## src/rtl/lb_arb_pkg.sv

```systemverilog
// Shared state encoding and sizing helper for the local-bus arbiter slice.
package lb_arb_pkg;

    typedef logic [1:0] state_t;

    localparam state_t ST_IDLE = 2'd0;
    localparam state_t ST_WAIT = 2'd1;
    localparam state_t ST_DONE = 2'd2;

    // Bits needed to hold the values 0..value-1, never fewer than one.
    function automatic int clog2(input int value);
        int bits;
        bits = 0;
        for (int v = value - 1; v > 0; v = v >> 1) bits++;
        return (bits < 1) ? 1 : bits;
    endfunction

endpackage

```

## src/rtl/lb_rr_pick.sv

```systemverilog
// Combinational round-robin picker: first requester above ptr, wrapping.
module lb_rr_pick #(
    parameter int N     = 2,
    parameter int IDX_W = 1
) (
    input  logic [N-1:0]     req,
    input  logic [IDX_W-1:0] ptr,
    output logic [N-1:0]     grant,
    output logic [IDX_W-1:0] idx
);

    // Scan ptr+1 .. ptr+N modulo N and keep the first hit.
    always_comb begin
        int               cand;
        logic [IDX_W-1:0] ci;
        logic             found;
        grant = '0;
        idx   = '0;
        found = 1'b0;
        cand  = 0;
        ci    = '0;
        for (int k = 1; k <= N; k++) begin
            cand = int'(ptr) + k;
            if (cand >= N) cand = cand - N;
            ci = IDX_W'(cand);
            if (!found && req[ci]) begin
                found     = 1'b1;
                grant[ci] = 1'b1;
                idx       = ci;
            end
        end
    end

endmodule

```

## src/rtl/lb_arb.sv

```systemverilog
// Round-robin arbiter sharing one LB slave between several LB masters,
// one transaction outstanding, with a timeout for a silent slave.
//
// state   | meaning
// --------+-----------------------------------------------------------
// IDLE    | no transaction; arbitrate among requesting masters
// WAIT    | slave strobed (first cycle); waiting for matching valid
// DONE    | one cycle: completion pulse routed to the granted master
module lb_arb
    import lb_arb_pkg::*;
#(
    parameter int                NUM_MASTERS    = 2,
    parameter int                LB_DATA_W      = 32,
    parameter int                LB_ADDR_W      = 12,
    parameter int                TIMEOUT_CYCLES = 16,
    parameter logic [LB_DATA_W-1:0] TIMEOUT_RD_VAL = 'hdeadbabe
) (
    input  logic                             clk,
    input  logic                             rst_n,
    input  logic [NUM_MASTERS-1:0]           m_wr_en,
    input  logic [NUM_MASTERS-1:0]           m_rd_en,
    input  logic [NUM_MASTERS*LB_ADDR_W-1:0] m_addr,
    input  logic [NUM_MASTERS*LB_DATA_W-1:0] m_wr_data,
    output logic [NUM_MASTERS-1:0]           m_wr_valid,
    output logic [NUM_MASTERS-1:0]           m_rd_valid,
    output logic [LB_DATA_W-1:0]             m_rd_data,
    output logic                             s_wr_en,
    output logic                             s_rd_en,
    output logic [LB_ADDR_W-1:0]             s_addr,
    output logic [LB_DATA_W-1:0]             s_wr_data,
    input  logic                             s_wr_valid,
    input  logic                             s_rd_valid,
    input  logic [LB_DATA_W-1:0]             s_rd_data,
    output logic                             busy,
    output logic                             timeout_err
);

    localparam int IDX_W = clog2(NUM_MASTERS);
    localparam int TMR_W = clog2(TIMEOUT_CYCLES);

    state_t                 state;
    logic [IDX_W-1:0]       ptr;
    logic [NUM_MASTERS-1:0] gnt_oh;
    logic                   is_wr;
    logic [TMR_W-1:0]       timer;

    logic [NUM_MASTERS-1:0] req;
    logic [NUM_MASTERS-1:0] pick_grant;
    logic [IDX_W-1:0]       pick_idx;
    logic                   pick_wr;
    logic [LB_ADDR_W-1:0]   pick_addr;
    logic [LB_DATA_W-1:0]   pick_data;
    logic                   tmo_hit;

    assign req     = m_wr_en | m_rd_en;
    // A master holding both enables gets its write served first.
    assign pick_wr = |(pick_grant & m_wr_en);
    assign tmo_hit = (timer == TMR_W'(TIMEOUT_CYCLES - 1));

    lb_rr_pick #(
        .N     (NUM_MASTERS),
        .IDX_W (IDX_W)
    ) u_pick (
        .req   (req),
        .ptr   (ptr),
        .grant (pick_grant),
        .idx   (pick_idx)
    );

    // Select the winning master's address and write data.
    always_comb begin
        pick_addr = '0;
        pick_data = '0;
        for (int i = 0; i < NUM_MASTERS; i++) begin
            if (pick_grant[i]) begin
                pick_addr = m_addr[i*LB_ADDR_W +: LB_ADDR_W];
                pick_data = m_wr_data[i*LB_DATA_W +: LB_DATA_W];
            end
        end
    end

    // Transaction FSM with registered slave strobes and master completions.
    always_ff @(posedge clk or negedge rst_n) begin
        if (!rst_n) begin
            state       <= ST_IDLE;
            ptr         <= IDX_W'(NUM_MASTERS - 1);
            gnt_oh      <= '0;
            is_wr       <= 1'b0;
            timer       <= '0;
            s_wr_en     <= 1'b0;
            s_rd_en     <= 1'b0;
            s_addr      <= '0;
            s_wr_data   <= '0;
            m_wr_valid  <= '0;
            m_rd_valid  <= '0;
            m_rd_data   <= '0;
            busy        <= 1'b0;
            timeout_err <= 1'b0;
        end else begin
            s_wr_en     <= 1'b0;
            s_rd_en     <= 1'b0;
            m_wr_valid  <= '0;
            m_rd_valid  <= '0;
            timeout_err <= 1'b0;
            case (state)
                ST_IDLE: begin
                    if (|req) begin
                        ptr       <= pick_idx;
                        gnt_oh    <= pick_grant;
                        is_wr     <= pick_wr;
                        s_addr    <= pick_addr;
                        s_wr_data <= pick_data;
                        s_wr_en   <= pick_wr;
                        s_rd_en   <= ~pick_wr;
                        timer     <= '0;
                        busy      <= 1'b1;
                        state     <= ST_WAIT;
                    end
                end
                ST_WAIT: begin
                    timer <= timer + 1'b1;
                    if (is_wr && s_wr_valid) begin
                        m_wr_valid <= gnt_oh;
                        state      <= ST_DONE;
                    end else if (!is_wr && s_rd_valid) begin
                        m_rd_valid <= gnt_oh;
                        m_rd_data  <= s_rd_data;
                        state      <= ST_DONE;
                    end else if (tmo_hit) begin
                        timeout_err <= 1'b1;
                        if (is_wr) begin
                            m_wr_valid <= gnt_oh;
                        end else begin
                            m_rd_valid <= gnt_oh;
                            m_rd_data  <= TIMEOUT_RD_VAL;
                        end
                        state <= ST_DONE;
                    end
                end
                ST_DONE: begin
                    busy  <= 1'b0;
                    state <= ST_IDLE;
                end
                default: begin
                    busy  <= 1'b0;
                    state <= ST_IDLE;
                end
            endcase
        end
    end

endmodule

```

## config.mk

```make
export PLATFORM = sky130hd
export DESIGN_NAME = lb_arb
export DESIGN_NICKNAME = d
export VERILOG_FILES = /design/src/rtl/lb_arb_pkg.sv /design/src/rtl/lb_rr_pick.sv /design/src/rtl/lb_arb.sv
export SDC_FILE = /design/constraint.sdc
export NUM_CORES = 1
export LEC_CHECK = 0
export CAP_MARGIN = 15
export CELL_PAD_IN_SITES_DETAIL_PLACEMENT = 1
export CELL_PAD_IN_SITES_GLOBAL_PLACEMENT = 1
export CORE_UTILIZATION = 32
export CTS_BUF_LIST = sky130_fd_sc_hd__clkbuf_4 sky130_fd_sc_hd__clkbuf_8
export CTS_CLUSTER_DIAMETER = 120
export DETAILED_ROUTE_END_ITERATION = 6
export PLACE_DENSITY_LB_ADDON = 0.3
export SYNTH_ARGS = -nofsm -noshare
export SYNTH_HDL_FRONTEND = slang
export SYNTH_SLANG_ARGS = --single-unit
```

## constraint.sdc

```tcl
create_clock -name clk -period 1.85 [get_ports clk]
set_clock_uncertainty 0.05 [all_clocks]
set_input_delay 0.555 -clock clk [delete_from_list [all_inputs] [get_ports clk]]
set_output_delay 0.555 -clock clk [all_outputs]
set_load 0.01 [all_outputs]
```

==> results of run 1 <==
what timing repair did:
action | CTS | global route
setup buffers | 3 | 0
setup endpoints to repair | 85 | 16
gates resized for setup | 85 | 5
per-stage QoR:
step	worst slack, ns	power, uW	instance area (sq um)	instances
2_1_floorplan	0.164	7140	4520	353
5_1_grt	-0.0346	12000	7190	755
3_5_place_dp	-0.406	10300	7020	736
4_1_cts	0.00413	11400	7170	755
3_3_place_gp	-0.326	10100	7020	736
6_report	0.0376	11300	7190	755
layout by cell type (no fill, tap or decap), types with 4 or more instances in the layout:
master,count
sky130_fd_sc_hd__clkdlybuf4s50_1,124
sky130_fd_sc_hd__dfrtp_1,93
sky130_fd_sc_hd__dlygate4sd2_1,85
sky130_fd_sc_hd__o21ai_0,48
sky130_fd_sc_hd__a311oi_2,29
sky130_fd_sc_hd__a2bb2oi_1,26
sky130_fd_sc_hd__o22a_1,23
sky130_fd_sc_hd__buf_4,23
sky130_fd_sc_hd__a2bb2oi_2,18
sky130_fd_sc_hd__a311oi_1,15
sky130_fd_sc_hd__buf_12,13
sky130_fd_sc_hd__a22o_1,10
sky130_fd_sc_hd__clkbuf_8,10
sky130_fd_sc_hd__nand2_1,5
sky130_fd_sc_hd__nor2_1,4
power groups by stage:
stage          sequential (uW)  combinational, uW  clock, uW
2_1_floorplan             4050               3090          0
3_3_place_gp              3700               6390          0
3_5_place_dp              3740               6580          0
4_1_cts                   3690               6030       1640
5_1_grt                   3810               6490       1710
6_report                  3680               6000       1580
flip-flops by register name, summed over array words and instances, names as in the netlist, 2 cells and up:
name	flops
s_wr_data	32
timer	4
s_addr	12
m_rd_data	32
m_wr_valid	2
state	2
gnt_oh	2
m_rd_valid	2
layout make-up:
cell class / count / area (sq um)
fill: 1476 / 6630
timing repair buffer: 246 / 2430
clock buffer: 11 / 145
inverter: 1 / 3.75
tap: 180 / 225
sequential: 94 / 2350
clock inverter: 5 / 81.3
multi-input combinational: 218 / 1950
worst max-delay path by stage:
stage | to | slack (ns) | depth (start not counted)
after detailed placement | s_wr_data[12] | -0.41 | 6
after global placement | s_wr_data[0] | -0.33 | 5
final | s_wr_data[2] | 0.04 | 5
after CTS | s_wr_data[12] | 0.004 | 6
after global routing | s_wr_data[2] | -0.03 | 5
after floorplan | m_rd_data[1] | 0.16 | 6
kinds of logic after synthesis:
| family | after synthesis |
|---|---|
| AO/OA/AOI/OAI | 186 |
| adder cells (fa/ha/maj) | 1 |
| buffers and inverters | 41 |
| flip-flops | 94 |
| multiplexers | 3 |
| AND/OR/NAND/NOR | 28 |
per-layer routing:
metal / GRT usage [%] / wire length, um
met1: 25.4 / 6250
met4: 6.56 / 198
met3: 5.78 / 1220
met2: 35.2 / 7270
met5: 0 / 0
==> results, run 1 <==
- Traced cell by cell, the critical path runs through clkdlybuf4s50_1 > or2_2 > buf_12 > a311oi_2 > a2bb2oi_1.
- Routability-driven placement finished with a final weighted congestion of 0.767.
- The synthesized-area fraction occupied by and/or/nand/nor cells is 3.74%.
- For this block, the initial DRC count from the detailed router was 129.
- The net count of the finished layout is 699.
- For this design the total switching power over the nets is 4170 uW.
- Clock-pin slew was measured on the worst setup and hold paths at 0.09 ns.
- The largest buffer count on any clock path is 2.
- The most frequent cell after synthesis is sky130_fd_sc_hd__dfrtp_1.
- The die is 121 um wide.
- Timing would allow up to 0.552 GHz.
- The share of total power in the clock network is 14.1%.
- The via count of the first global-routing pass is 4406.
- The CTS tree is yes.
- By area the synthesized netlist is led by sky130_fd_sc_hd__dfrtp_1 51%, sky130_fd_sc_hd__a311oi_2 8.6%, sky130_fd_sc_hd__a2bb2oi_2 5.6%.
- Combinational logic is responsible for 53.2% of the overall power.
- The buffer and inverter count on the worst path is 2.
- The required time at the endpoint of the critical path is 2.05 ns.
- For this run, asynchronously set or reset flops after synthesis account for 100%.
- The setup slack of the worst register-to-register path is 0.09 ns.
- The final number of hold-violating endpoints is 0.
- In this run, synthesis inferred 0 flip-flops with an integrated enable.
- The count of buffers added on input and output ports is 211.
- Entering global routing, the biggest net connects 36 pins.
- Detailed placement ended at an HPWL of 10700 um.
- The region available for standard cell placement spans 0.0138 sq mm.
- After synthesis, the netlist uses 45 different library cells.
- The count of final setup violators is 0.
- For this block, the routed nets add up to 14900 um of wire.
- The arrival time of data at the critical path endpoint is 2.01 ns.
- The launching element type of the critical path is an input pin.
- The post-synthesis register bit count is 94.
- The final hold slack is 0.0143 ns.
- Global routing finished with a remaining overflow of 0.
- The commonest cells after synthesis are 93 x sky130_fd_sc_hd__dfrtp_1, 48 x sky130_fd_sc_hd__o21ai_0, 27 x sky130_fd_sc_hd__a2bb2oi_1, 26 x sky130_fd_sc_hd__a311oi_2, 23 x sky130_fd_sc_hd__o22a_1.
- The later pin in the worst-skew pair is clocked with a latency of 0.37 ns.
- Counting every instance in the synthesized netlist gives 353.
- The proportion of netlist area held by the largest area contributor is 51.5%.
- The xor/xnor share of the synthesized area is 0%.
- In this design, the largest share of critical-path delay is due to buffers and inverters.
- The area enclosed by the die boundary is 0.0146 sq mm.
- The flow ran to the end, and the final reports show no timing, DRC or antenna violations.
- Once the floorplan was initialized, standard cells occupied 32.7% of the core.
- The via-per-instance ratio is 5.40.
- After Yosys synthesis, full adders, half adders and majority gates account for 0.277% of the synthesized area.
- Clock tree synthesis found a total of 94 sinks.
- The synthesized-area fraction occupied by ao, oa, aoi and oai cells is 37.6%.
- The area added between synthesis and finish is 59.1%.
- The largest stage delay on the critical path is 0.48 ns.
- The root cell of the clock tree is sky130_fd_sc_hd__clkbuf_8.
- Net switching is 37.0% of the power.
- The reg-to-reg endpoint is m_rd_data[31].
- The sequential share of power is 32.7%.
- The floorplan step set the die height to 121 um.
- The number of violations of the max-capacitance limit is 0.
- The post-route netlist has 19.5% of its cells at a drive strength greater than 1.
- In this run the worst path has a maximum fanout of 31.
- In this run the power density over the cells is 1570 mW/mm^2.
- The routed layout has 4080 vias.
- VDD sags by at most 0.528 mV.
- The critical path starts at m_wr_en[0].
- In this run the cell area of the synthesized design comes to 0.00452 sq mm.
- The internal portion of the total power is 7090 uW.
- The number of antenna violations at the first check in global routing was 0.
- The average routed wire per standard cell is 19.8 um.
- Cells fill 52.0% of the core in the end.
- In this run the static leakage power is 0.00291 uW.
- The post-route DRC violation count is 0.
- In this run the mean area of a mapped cell was 12.8 sq um.
- The path class of the lowest-slack min-delay path is input pin to asynchronous set/reset pin.
- 0 antenna diodes ended up in the layout.
- The fraction of the cycle the final worst path needs is 98.0%.
- Of the post-synthesis cell area, the part taken by muxes is 0.720%.
- Buffers inserted to repair hold after CTS numbered 0.
- Measured in cells, the most critical reg-to-reg path has a length of 4.
- Once detail routing completed, the nets flagged for antenna violations numbered 0.
- The biggest area contributor in the post-synthesis netlist is sky130_fd_sc_hd__dfrtp_1.
- The count of H-tree levels built during CTS is 3.
- The overall fraction of global-route tracks in use is 20.7%.
- Setup repair after global routing could not meet its margin everywhere.
- Row generation in the floorplan step produced 43 rows.
- The count of warnings emitted by yosys is 0.
- In this run, CTS created clock tree buffers numbering 9.
- The launching point of the worst reg2reg path is timer[0].
- The transition time at the pin with the least slew margin is 0.478 ns.
- Headroom to the max-slew limit came out at 68.1%.
- The worst path needs 1.81 ns of the cycle, external delays included.
- On the critical path, the stage with the largest delay is an instance of sky130_fd_sc_hd__clkdlybuf4s50_1.
- The element type at the critical path end is a register.
- The critical path in this run is classified as input pin to register.
- The aggregate negative setup slack is 0 ns.
- The total I/O pin count is 212.
- The pre-antenna-repair detailed-routing pass consisted of 4 iterations.
- Synthesis produced a netlist with a net count of 482.
- The final max-slew violation count was 0.
- Summing the sequential cell areas from Yosys gives 52.1% of the chip area.
- The first global-routing pass estimated 23500 um of wire.
- The dominant combinational cell family by area after synthesis is compound AO/OA/AOI/OAI gates.
- The most used flip-flop cell after synthesis is sky130_fd_sc_hd__dfrtp_1.
Power figures use the tool's default switching activity.
==> run 2: changes to the inputs <==
CORE_UTILIZATION = 50   (was 32)
DONT_BUFFER_PORTS = 1   (was default)
==> run 2 against run 1 <==
Effect of this change: first-iteration DRC count fell by 0.78%; wire length decreased by 24%; non-clock buffer count down 232; final cell count shrank 40%; via count is 23% lower; hold slack worse by 0.18 ns; register-to-register slack improved by 0.09 ns; critical endpoint is now s_wr_data[5]; design area shrank 33%; the flow now finishes with violations (negative hold slack); sequential share of layout area increased by 16 points; combinational power is 40% lower; largest cell class is now registers; highest routed layer unchanged; clock power fell by 3%; critical path depth is 1 lower.
==> results, run 2 (synthesized netlist as in run 1, its figures left out) <==
- The instance area at placement is 0.00455 sq mm (-35%).
- The final hold slack is -0.163 ns (-0.177 ns).
- The share of final-layout standard cells stronger than drive strength 1 is 25.1% (+5.6 points).
- The post-layout instance area is 0.00479 sq mm (-33%).
- The violation count after the first detailed-route iteration is 128 (-0.78%).
- The clock-pin slew on the worst setup and hold paths was 0.10 ns (about the same).
- The peak ir drop on the vdd network is 0.760 mV (+44%).
- The largest buffer count on any clock path is 2 (unchanged).
- The floorplan core area is 0.00872 sq mm (-37%).
- The cell count after placement is 435 (-41%).
- The average routed wire per standard cell came to 25.1 um (+27%).
- The CTS tree is yes.
- The pin count of the biggest net entering global routing is 95 (+160%).
- The sink count of the clock tree came to 94 (unchanged).
- The final cell count without fillers is 451 (-40%).
- On the critical path, the stage with the largest delay is an instance of sky130_fd_sc_hd__dfrtp_1.
- The critical path goes through or2_2 > nor2_4 > buf_4 > a2bb2oi_1.
- The combinational power share was 38.4% (-15 points).
- The share of total power in the clock network is 16.2% (+2.1 points).
- The run finished, with violations left.
- The largest registers in the layout are m_rd_data x32, s_wr_data x32, s_addr x12.
- The checks that failed: negative hold slack.
- The wire length of the first global-routing pass was 18400 um (-22%).
- The area of the multi-input gates is 0.00194 sq mm (-0.64%).
- The fraction of the cycle the final worst path needs is 90.2% (-7.8 points).
- The CTS buffer count came to 9 (unchanged).
- The number of diodes added for antenna fixing is 0 (unchanged).
- The worst setup path is launched from a register.
- The final critical delay including setup and external delays is 1.67 ns (-0.144 ns).
- The largest stage delay on the critical path is 0.42 ns (-0.06 ns).
- The fmax is 0.599 GHz (+8.6%).
- STA classifies the critical path endpoint as a register.
- The post-detailed-routing wire length was 11300 um (-24%).
- From synthesis to final layout, the design area changed by 5.92%.
- In this run the worst hold path is classified as input pin to asynchronous set/reset pin.
- The via count is 3136 (-23%).
- The final number of hold-violating endpoints is 93 (+93).
- The count of antenna-violating nets left after detailed routing is 0 (unchanged).
- The insertion delay to the later sink of the worst-skew pair is 0.35 ns (-0.02 ns).
- The post-route DRC violation count is 0 (unchanged).
- The storage element area is 0.00235 sq mm (unchanged).
- The total of fill cells in the finished design was 884 (-40%).
- The starting density of the core is 51.8% (+19 points).
- The count of final setup violators came to 0 (unchanged).
- The via-per-instance ratio is 6.95 (+29%).
- The library cells used most frequently in the layout, excluding fill and tap cells, are 93 x sky130_fd_sc_hd__dfrtp_1, 48 x sky130_fd_sc_hd__o21ai_0, 27 x sky130_fd_sc_hd__a2bb2oi_1.
- The half-perimeter wire length after placement is 7640 um (-29%).
- Setup repair after global routing left no endpoint under its margin.
- The global placer's final weighted congestion is 0.789 (+2.7%).
- The number of violations of the max-capacitance limit is 0 (unchanged).
- The via count of the first global-routing pass is 3467 (-21%).
- The height of the chip came to 97.1 um (-20%).
- The standard-cell row count came to 34 (-21%).
- The final-stage net count was 467 (-33%).
- Clock tree synthesis selected as its root buffer the cell sky130_fd_sc_hd__clkbuf_8.
- The required time at the endpoint of the critical path is 2.07 ns (+0.02 ns).
- The final total power is 9420 uW (-16%).
- The count of H-tree levels built during CTS was 3 (unchanged).
- The count of TritonRoute iterations in the first routing pass is 4 (unchanged).
- The maximum fanout along the worst path is 25 (-19%).
- The total I/O pin count is 212 (unchanged).
- The area enclosed by the die boundary is 0.00943 sq mm (-35%).
- The switching portion of total power came to 39.2% (+2.2 points).
- The transition time at the pin with the least slew margin is 0.488 ns (+0.0102 ns).
- The critical setup path kind is register to register.
- The number of antenna violations at the first check in global routing is 0 (unchanged).
- The leakage power is 0.00181 uW (-38%).
- The arrival time of data at the critical path endpoint is 1.89 ns (-0.12 ns).
- The cell-internal power is 5720 uW (-19%).
- The overall fraction of global-route tracks in use was 24.8% (+4.1 points).
- The net load switching power is 3700 uW (-11%).
- The number of port buffers was 0 (-100%).
- The sequential share of power came to 45.3% (+13 points).
- Leaving out fill and tap cells, the most frequent cell in the layout is sky130_fd_sc_hd__dfrtp_1.
- The width of the die is 97.1 um (-20%).
- The final core utilization is 54.9% (+2.9 points).
- The aggregate negative setup slack was 0 ns (unchanged).
- The power per cell area is 1970 mW/mm^2 (+26%).
- The final max-slew violation count is 0 (unchanged).
- The worst max-slew margin expressed relative to the limit is 67.5% (-0.62 points).
- The total congestion overflow after global routing is 0 (unchanged).
## run 2: cell types whose count changed in the layout (fill, tap and decap cells not counted), moves of 3 or more
cell,change
sky130_fd_sc_hd__clkdlybuf4s50_1,-124
sky130_fd_sc_hd__dlygate4sd2_1,-85
sky130_fd_sc_hd__buf_12,-11
sky130_fd_sc_hd__buf_4,-11
sky130_fd_sc_hd__a311oi_1,+3
sky130_fd_sc_hd__a311oi_2,-3
## run 2: through the flow
step	hold WS (ns)	setup slack (ns)
after floorplan	0.209	0.164
after global placement	0.211	0.114
after detailed placement	0.211	0.0376
after CTS	-0.190	0.0816
after global routing	-0.197	0.0542
final	-0.163	0.182
## run 2: power groups by stage
stage	clock network, uW	registers (uW)	logic [uW]
floorplan	0	4050	3090
global placement	0	4270	3460
detailed placement	0	4300	3650
CTS	1580	4280	3640
global route	1640	4400	3970
finish	1530	4270	3620
## run 2: metal layers
| layer | vias to the layer above | global-route usage, % | part of all wire, % |
|---|---|---|---|
| met4 | 0 | 8.96 | 2.3 |
| met1 | 1571 | 31.2 | 40 |
| met5 | - | 0 | 0 |
| met2 | 168 | 39.8 | 49 |
| met3 | 24 | 8.35 | 8.7 |
| li1 | 1373 | - | - |
## run 2: what timing repair did
action / CTS / global route
hold endpoints to repair: 94 / 94
buffers inserted: 0 / 0
setup endpoints to repair: 0 / 2
resized for setup: 0 / 2
## run 2: critical path: cells and delay by family (launching register included)
family	cells	cell delay, ns
buffers and inverters	1	0.31
and+or+nand+nor	2	0.56
DFF	1	0.42
AOI/OAI and AO/OA	1	0.24
## run 2: final cells by class
cell class,count,area share (%)
multi-input combinational,218,40.6
clock buffer,10,2.74
inverter,1,0.0784
tap,108,2.82
sequential,94,49.2
timing repair buffer,14,2.72
clock inverter,6,1.93
## run 2: worst paths after layout
| path | from | endpoint | slack [ns] | depth (start not counted) |
|---|---|---|---|---|
| worst max-delay path | state[1] | s_wr_data[5] | 0.18 | 4 |
| worst min-delay path | rst_n | s_wr_data[20] | -0.16 | 0 |
| min in group clk | s_rd_data[31] | m_rd_data[31] | 0.27 | 1 |
| worst min register to register | gnt_oh[1] | m_rd_valid[1] | 0.48 | 1 |
| max in group asynchronous | rst_n | ptr | 1.71 | 0 |
| worst max register to register | state[1] | s_wr_data[5] | 0.18 | 4 |
==> run 3: changes to the inputs <==
--- a/config.mk
+++ b/config.mk
@@ -6,5 +6,5 @@
 export NUM_CORES = 1
 export LEC_CHECK = 0
-export CAP_MARGIN = 15
+export CAP_MARGIN = 20
 export CELL_PAD_IN_SITES_DETAIL_PLACEMENT = 1
 export CELL_PAD_IN_SITES_GLOBAL_PLACEMENT = 1
--- a/constraint.sdc
+++ b/constraint.sdc
@@ -3,3 +3,3 @@
 set_input_delay 0.555 -clock clk [delete_from_list [all_inputs] [get_ports clk]]
 set_output_delay 0.555 -clock clk [all_outputs]
-set_load 0.01 [all_outputs]
+set_load 0.005 [all_outputs]
==> results of run 3 <==
The final DEF is identical to that of run 2. Status: finished with violations: negative hold slack.
Among the figures that moved: total power 9420 uW -> 9090 uW; worst IR drop on VDD 0.760 mV -> 0.715 mV
